File: config.mk
export PLATFORM = sky130hd
export DESIGN_NAME = serial_addsub
export DESIGN_NICKNAME = d
export VERILOG_FILES = /design/src/rtl/serial_alu_pkg.sv /design/src/rtl/serial_full_adder.sv /design/src/rtl/serial_addsub.sv
export SDC_FILE = /design/constraint.sdc
export NUM_CORES = 1
export LEC_CHECK = 0
export ABC_CLOCK_PERIOD_IN_PS = 2350
export CAP_MARGIN = 20
export CORE_MARGIN = 4
export CORE_UTILIZATION = 54
export CTS_CLUSTER_SIZE = 14
export DETAILED_ROUTE_END_ITERATION = 10
export PLACE_DENSITY = 0.83
export SYNTH_ARGS = -nofsm -noshare
export SYNTH_HDL_FRONTEND = slang
export SYNTH_HIERARCHICAL = 1
export SYNTH_SLANG_ARGS = --single-unit
File: constraint.sdc
create_clock -name clk -period 2.35 [get_ports clk]
set_clock_uncertainty 0.2 [all_clocks]
set_input_delay 0.47 -clock clk [delete_from_list [all_inputs] [get_ports clk]]
set_output_delay 0.47 -clock clk [all_outputs]
set_load 0.01 [all_outputs]
File: src/rtl/serial_alu_pkg.sv
// Shared types and constants for the bit-serial add/subtract unit.
// FSM state encoding, op codes and flag bit positions.
package serial_alu_pkg;

    typedef enum logic [1:0] {
        IDLE  = 2'd0,
        SHIFT = 2'd1,
        DONE  = 2'd2
    } state_t;

    localparam logic OP_ADD = 1'b0;
    localparam logic OP_SUB = 1'b1;

    localparam int FLAG_N = 2;
    localparam int FLAG_Z = 1;
    localparam int FLAG_V = 0;

endpackage

File: src/rtl/serial_full_adder.sv
// One-bit full adder with optional inversion of the b input.
// Inverting b while seeding carry-in with 1 turns each add step into a subtract step.
module serial_full_adder (
    input  logic a,
    input  logic b,
    input  logic cin,
    input  logic inv,
    output logic s,
    output logic cout
);

    logic b_eff;

    assign b_eff = b ^ inv;
    assign s     = a ^ b_eff ^ cin;
    assign cout  = (a & b_eff) | (a & cin) | (b_eff & cin);

endmodule

File: src/rtl/serial_addsub.sv
// Bit-serial add/subtract unit: one bit per clock LSB-first, start/done handshake.
// Optional {N,Z,V} flags output is built when SERIAL_ADDSUB_FLAGS_EN is defined.
//
// Handshake: start is sampled only when not busy (IDLE or DONE); an accepted start
// captures op/a/b, busy is high for exactly WIDTH cycles, then done pulses for one
// cycle with result/carry_out valid, and they stay held until the next result.
module serial_addsub
    import serial_alu_pkg::*;
#(
    parameter int WIDTH = 8
) (
    input  logic             clk,
    input  logic             rst,
    input  logic             start,
    input  logic             op,
    input  logic [WIDTH-1:0] a,
    input  logic [WIDTH-1:0] b,
    output logic             busy,
    output logic             done,
    output logic [WIDTH-1:0] result,
    output logic             carry_out
`ifdef SERIAL_ADDSUB_FLAGS_EN
    ,
    output logic [2:0]       flags
`endif
);

    localparam int CW = (WIDTH > 2) ? $clog2(WIDTH) : 1;
    localparam logic [CW-1:0] LAST = CW'(WIDTH - 1);

    state_t           state;
    state_t           state_nxt;
    logic [WIDTH-1:0] a_sh;
    logic [WIDTH-1:0] b_sh;
    logic [WIDTH-2:0] res_sh;
    logic [WIDTH-1:0] res_next;
    logic             op_r;
    logic             carry;
    logic [CW-1:0]    cnt;
    logic             accept;
    logic             last;
    logic             fa_s;
    logic             fa_cout;

    assign accept   = start && (state == IDLE || state == DONE);
    assign last     = (state == SHIFT) && (cnt == LAST);
    assign res_next = {fa_s, res_sh};
    assign busy     = (state == SHIFT);
    assign done     = (state == DONE);

    serial_full_adder u_fa (
        .a    (a_sh[0]),
        .b    (b_sh[0]),
        .cin  (carry),
        .inv  (op_r),
        .s    (fa_s),
        .cout (fa_cout)
    );

    always_ff @(posedge clk) begin
        if (rst) begin
            state <= IDLE;
        end else begin
            state <= state_nxt;
        end
    end

    always_comb begin
        state_nxt = state;
        case (state)
            IDLE:    if (start) state_nxt = SHIFT;
            SHIFT:   if (cnt == LAST) state_nxt = DONE;
            DONE:    state_nxt = start ? SHIFT : IDLE;
            default: state_nxt = IDLE;
        endcase
    end

    always_ff @(posedge clk) begin
        if (rst) begin
            a_sh      <= '0;
            b_sh      <= '0;
            res_sh    <= '0;
            op_r      <= OP_ADD;
            carry     <= 1'b0;
            cnt       <= '0;
            result    <= '0;
            carry_out <= 1'b0;
        end else if (accept) begin
            a_sh  <= a;
            b_sh  <= b;
            op_r  <= op;
            carry <= op;
            cnt   <= '0;
        end else if (state == SHIFT) begin
            a_sh   <= a_sh >> 1;
            b_sh   <= b_sh >> 1;
            res_sh <= res_next[WIDTH-1:1];
            carry  <= fa_cout;
            cnt    <= cnt + 1'b1;
            if (last) begin
                result    <= res_next;
                carry_out <= fa_cout;
            end
        end
    end

`ifdef SERIAL_ADDSUB_FLAGS_EN
    // On the last bit the carry register still holds the carry into the MSB.
    always_ff @(posedge clk) begin
        if (rst) begin
            flags <= 3'b000;
        end else if (last) begin
            flags[FLAG_N] <= fa_s;
            flags[FLAG_Z] <= (res_next == '0);
            flags[FLAG_V] <= carry ^ fa_cout;
        end
    end
`endif

endmodule
==> metrics.cfg, run 1 <==
[status]
outcome=complete, no violations

[worst_setup_path]
cp-start-kind=flip-flop
cp-end-kind=output pin
rr_worst_depth=5
max_stage_delay_ns=0.53
rrSetupSlack_ns=0.70
crit_chain=nand2b_1, inv_4, clkdlybuf4s50_1
worstPathRequired_ns=1.68
reg2reg_to=result[3]
worst-path-buf-inv=2
slowest_stage=clkdlybuf4s50_1
critPathTopFamily=buffers and inverters
cp.arrival_ns=1.47
r2r-start=cnt[0]
worstPathMaxFanout=3
path_class=flip-flop to output pin

[sta]
drv_slew=0
finalCritPeriodShare_pct=91.1
worstMarginPinSlew_ns=0.411
finalCriticalPeriod_ns=2.14
hold_violations=0
fin_setup_tns_ns=0
fmax_ghz=0.467
relSlewSlack_pct=72.6
setup_viol=0
rsz0062_at_grt=false
setup_ws_ns=0.208

[drt]
viasPerCell=5.48
routed-via-count=1347
wirelength_mm=3.46
drt.antenna.violating_nets=0
route.detailed.drc=0
dr.pass1.iters=4
wl_per_cell_um=14.0
drt_iter0_drc=70

[power_and_ir_drop]
peakVddDrop_mv=0.598
power.density_mw_per_mm2=629
leakagePower_nw=0.695

[clocking]
clk-insertion-delay-late_ns=0.35
cts.sinks=39
cts_resized=0
cts_hold_buf=0
cts_buffer_depth=2
cts_tree=built
htree_levels=2
cts-buffers-inserted=5
postCtsSetupBuffers=0
cts.clk_slew.worst_paths_ns=0.11
cts_root_buffer=clkbuf_4

[floorplanning]
fp.coreArea_mm2=0.00278
initial_core_util_pct=57.3
die_area_mm2=0.00389
row_count=19
die_w_um=62.3
io_pins=31
dieHeight_um=62.3

[yosys]
syn_area_per_cell_um2=8.57
synth_top_area_share_pct=49.0
synth_top_cell_by_area=dfxtp_1
synthDistinctLibCells=24
synth-warning-count=6
synth_cells=186
syn-num-nets=209
synth_seq_cells=39
synth.top_cells.by_area=dfxtp_1 (49%), nand2_1 (9.9%), a21oi_1 (6.3%)
syn_area_mm2=0.00159
yosysSeqAreaShare_pct=49.0

[global_routing]
antenna_found_initial=0
track_usage_pct=19.0
grt_pass1_wl_mm=5.88
grt_max_degree=40
first_global_vias=1368
gr-total-overflow=0

[hold_path]
min_path_cells=2
hold_class=flip-flop to flip-flop
min_from=result[0]
holdPathEnd=result[0]

[final_layout]
fillCellCount=244
final_cell_mix=nand2_1 (42), dfxtp_1 (39), clkdlybuf4s50_1 (30), a21oi_1 (20), nor3_1 (14)
layout_commonest_cell=nand2_1
num_antenna_cells=0
drive_gt1_share_pct=7.91
design_area_mm2=0.00194
area_growth_syn_to_layout_pct=21.4
fin_cells=246
multiInputGateArea_um2=699
fin_nets=237
seq_area_um2=781

[placement]
place_congestion=0.778
io_buffers=30
hpwl_mm=2.33
dpl_worst_slack_ns=0.445
post_dp_cell_area_mm2=0.00189
place_inst=238

[job]
cap_violations=0

-- cell type report --
cell class                 count  share of cell area (%)
multi-input combinational    127                    36.1
clock buffer                   7                    2.33
clock inverter                 1                   0.259
tap                           31                    2.00
inverter                       5                    1.10
sequential                    39                    40.3
timing repair buffer          36                    17.8
-- kinds of logic after synthesis --
kind of cell,Yosys count,share of synthesized area (%)
AO/OA/AOI/OAI,36,15.6
XOR/XNOR,2,1.10
adder cells (fa/ha/maj),3,2.83
buffers and inverters,20,7.14
flip-flops,39,49.0
multiplexers,3,1.88
AND/OR/NAND/NOR,83,22.4
-- how the worst max path moves through the flow --
stage | slack [ns] | to | cells after the start | from
finish | 0.21 | busy | 3 | state[1]
global route | 0.11 | busy | 3 | state[0]
CTS | 0.20 | busy | 3 | state[0]
detailed placement | 0.44 | a_sh[1] | 5 | start
global placement | 0.52 | b_sh[7] | 5 | start
floorplan | 0.90 | busy | 4 | state[1]
-- stage by stage --
| step | hold slack [ns] | utilization [%] | power, mW |
|---|---|---|---|
| CTS | 0.264 | 69.6 | 1.22 |
| finish | 0.263 | 69.6 | 1.22 |
| global route | 0.284 | 69.6 | 1.28 |
| detailed placement | 0.249 | 67.8 | 0.904 |
| global placement | 0.243 | 67.8 | 0.893 |
| floorplan | 0.237 | - | 0.848 |
-- worst register-to-register path, stage by stage, from the launching register on --
cell and delay [ns]:
dfxtp_1 0.35, ha_1 0.21, ha_1 0.19, nand3b_1 0.32, nand2_1 0.12, a21oi_1 0.18
-- layer usage --
| metal | global-route usage, % | up-vias | share of wire, % |
|---|---|---|---|
| li1 | - | 692 | - |
| met1 | 22.1 | 616 | 44 |
| met2 | 30.8 | 30 | 48 |
| met3 | 5.23 | 9 | 5.2 |
| met4 | 11.4 | 0 | 2.4 |
| met5 | 0 | - | 0 |
-- registers in the layout (all words and copies together) (netlist names) --
register,count
res_sh,7
op_r,1
a_sh,8
carry_out,1
b_sh,8
cnt,3
state,2
carry,1
result,8
-- power breakdown --
group,total [mW],leakage [nW],switching (mW),internal [mW]
Sequential,0.713,0.318,0.0192,0.693
Clock,0.327,0.0293,0.211,0.117
Combinational,0.178,0.347,0.0956,0.0821
Total,1.22,0.695,0.326,0.892
-- Yosys cell counts, drive strengths merged --
cell type  number
nand2          42
dfxtp          39
a21oi          20
nor3           14
nand3          12
buf            11
nor2           10
a311oi          8
inv             5
o22ai           5
clkbuf          4
mux2i           3
a22oi           2
ha              2
nand2b          2
nor2b           2
xnor2           2
fa              1
nand3b          1
o21a            1
Note: power is estimated with default switching activity, not from simulation.
==> run 2: changes to the inputs <==
- CTS_CLUSTER_DIAMETER: unset -> 150
- GPL_ROUTABILITY_DRIVEN: unset -> 0
==> results of run 2 <==
The final DEF is identical to that of run 1; final timing and power are the same.
==> run 3: changes to the inputs <==
- CORE_UTILIZATION: 54 -> 45
- PLACE_DENSITY: 0.83 -> 0.71
==> run 3 against run 2 <==
Compared with the run above:
- non-clock buffer count increased by 1
- routed wire length decreased by 1.2%
- largest power group unchanged
- critical path type unchanged
- cell area increased by 1.4%
==> metrics.cfg, run 3 (synthesis results as in run 1) <==
[global_routing]
gr-total-overflow=0  ; unchanged
track_usage_pct=16.6  ; -2.4 points
antenna_found_initial=0  ; unchanged
grt_max_degree=40  ; unchanged
grt_pass1_wl_mm=5.56  ; -5.4%
first_global_vias=1252  ; -8.5%

[final_layout]
top_regs=a_sh (8), b_sh (8), result (8)
final_cell_mix=nand2_1 (42), dfxtp_1 (39), clkdlybuf4s50_1 (30), a21oi_1 (20), nor3_1 (14)
layout_commonest_cell=nand2_1
num_antenna_cells=0  ; unchanged
drive_gt1_share_pct=8.33  ; +0.43 points
area_growth_syn_to_layout_pct=23.1
fin_nets=238  ; +0.42%

[sta]
finalCriticalPeriod_ns=2.15  ; +0.00868 ns
hold_ws_ns=0.258  ; -0.00435 ns
setup_viol=0  ; unchanged
worstMarginPinSlew_ns=0.435  ; +0.0237 ns
finalCritPeriodShare_pct=91.5  ; +0.37 points
fin_setup_tns_ns=0  ; unchanged
fmax_ghz=0.465  ; -0.40%
rsz0062_at_grt=false
relSlewSlack_pct=70.9  ; -1.7 points
hold_violations=0  ; unchanged
drv_slew=0  ; unchanged

[drt]
routed-via-count=1353  ; +0.45%
viasPerCell=5.16  ; -5.7%
route.detailed.drc=0  ; unchanged
drt_iter0_drc=130  ; +86%
wirelength_mm=3.42  ; -1.2%
drt.antenna.violating_nets=0  ; unchanged
wl_per_cell_um=13.0  ; -7.2%
dr.pass1.iters=4  ; unchanged

[worst_setup_path]
rr_worst_depth=5  ; unchanged
path_class=flip-flop to output pin
cp-start-kind=flip-flop
crit_path_end=busy
worst-path-buf-inv=2  ; unchanged
rrSetupSlack_ns=0.73  ; +0.03 ns
r2r-start=state[0]
worstPathMaxFanout=5  ; +2
reg2reg_to=carry
path_depth=3  ; unchanged
critPathTopFamily=buffers and inverters
startpoint=state[0]
worstPathRequired_ns=1.68  ; about the same
max_stage_delay_ns=0.52  ; about the same
cp.arrival_ns=1.48  ; about the same
slowest_stage=clkdlybuf4s50_1
crit_chain=nand2b_1, inv_4, clkdlybuf4s50_1
cp-end-kind=output pin

[power_and_ir_drop]
leakagePower_nw=0.700  ; +0.67%
power.density_mw_per_mm2=620  ; -1.5%
peakVddDrop_mv=0.347  ; -42%

[placement]
hpwl_mm=2.29  ; -1.6%
io_buffers=30  ; unchanged

[clocking]
htree_levels=2  ; unchanged
cts-buffers-inserted=5  ; unchanged
cts.clk_slew.worst_paths_ns=0.11  ; about the same
postCtsSetupBuffers=0  ; unchanged
cts_tree=built
cts.sinks=39  ; unchanged
cts_resized=0  ; unchanged
cts_root_buffer=clkbuf_4
cts_buffer_depth=2  ; unchanged
cts_hold_buf=0  ; unchanged
clk-insertion-delay-late_ns=0.34  ; about the same

[hold_path]
hold_class=flip-flop to flip-flop

[floorplanning]
die_area_mm2=0.00456  ; +17%
initial_core_util_pct=47.0  ; -10 points
die_w_um=67.5  ; +8.3%
fp.coreArea_mm2=0.00339  ; +22%
dieHeight_um=67.5  ; +8.3%
io_pins=31  ; unchanged
row_count=21  ; +2

[job]
cap_violations=0  ; unchanged

[status]
outcome=complete, no violations

run 3: cell count changes in the layout (fill, tap and decap cells not counted):
| cell | before | now |
|---|---|---|
| buf_4 | 6 | 7 |
run 3: layout make-up:
class,count,area [um^2]
fill,314,1430
tap,46,57.6
sequential,39,781
timing repair buffer,37,353
multi-input combinational,127,699
clock inverter,1,5.00
clock buffer,7,45.0
inverter,5,21.3
run 3: power by group:
part / switching [mW] / internal [mW] / total [mW]
Combinational: 0.0950 / 0.0827 / 0.178
Sequential: 0.0197 / 0.693 / 0.713
Clock: 0.208 / 0.117 / 0.325
Total: 0.323 / 0.893 / 1.22
run 3: per-layer routing:
| layer | track usage [%] | vias up | wire, um |
|---|---|---|---|
| met4 | 6.84 | 0 | 36 |
| met5 | 0 | - | 0 |
| li1 | - | 694 | - |
| met2 | 25.3 | 33 | 1630 |
| met1 | 21.5 | 621 | 1570 |
| met3 | 5.49 | 5 | 173 |
run 3: how the worst min path moves through the flow:
stage | start | end | cells past startpoint
final | carry_out | carry_out | 2
after global routing | carry_out | carry_out | 2
after CTS | carry_out | carry_out | 2
after detailed placement | res_sh[0] | res_sh[0] | 2
after global placement | result[0] | result[0] | 2
after floorplan | res_sh[0] | res_sh[0] | 2
run 3: worst reg2reg max path, cell delays in order (launching register included):
cell and delay, ns:
dfxtp_1 0.41, nand2b_1 0.13, inv_4 0.07, buf_4 0.31, nand2_1 0.13, a311oi_2 0.28
run 3: stage by stage:
| step | utilization, % | area, um^2 | cells | power (mW) | setup slack [ns] |
|---|---|---|---|---|---|
| floorplan | - | 1590 | 186 | 0.848 | 0.901 |
| CTS | 57.9 | 1960 | 262 | 1.23 | 0.166 |
| global placement | 56.4 | 1910 | 254 | 0.898 | 0.428 |
| finish | 57.9 | 1960 | 262 | 1.22 | 0.199 |
| detailed placement | 56.4 | 1910 | 254 | 0.906 | 0.361 |
| global route | 57.9 | 1960 | 262 | 1.28 | 0.0979 |
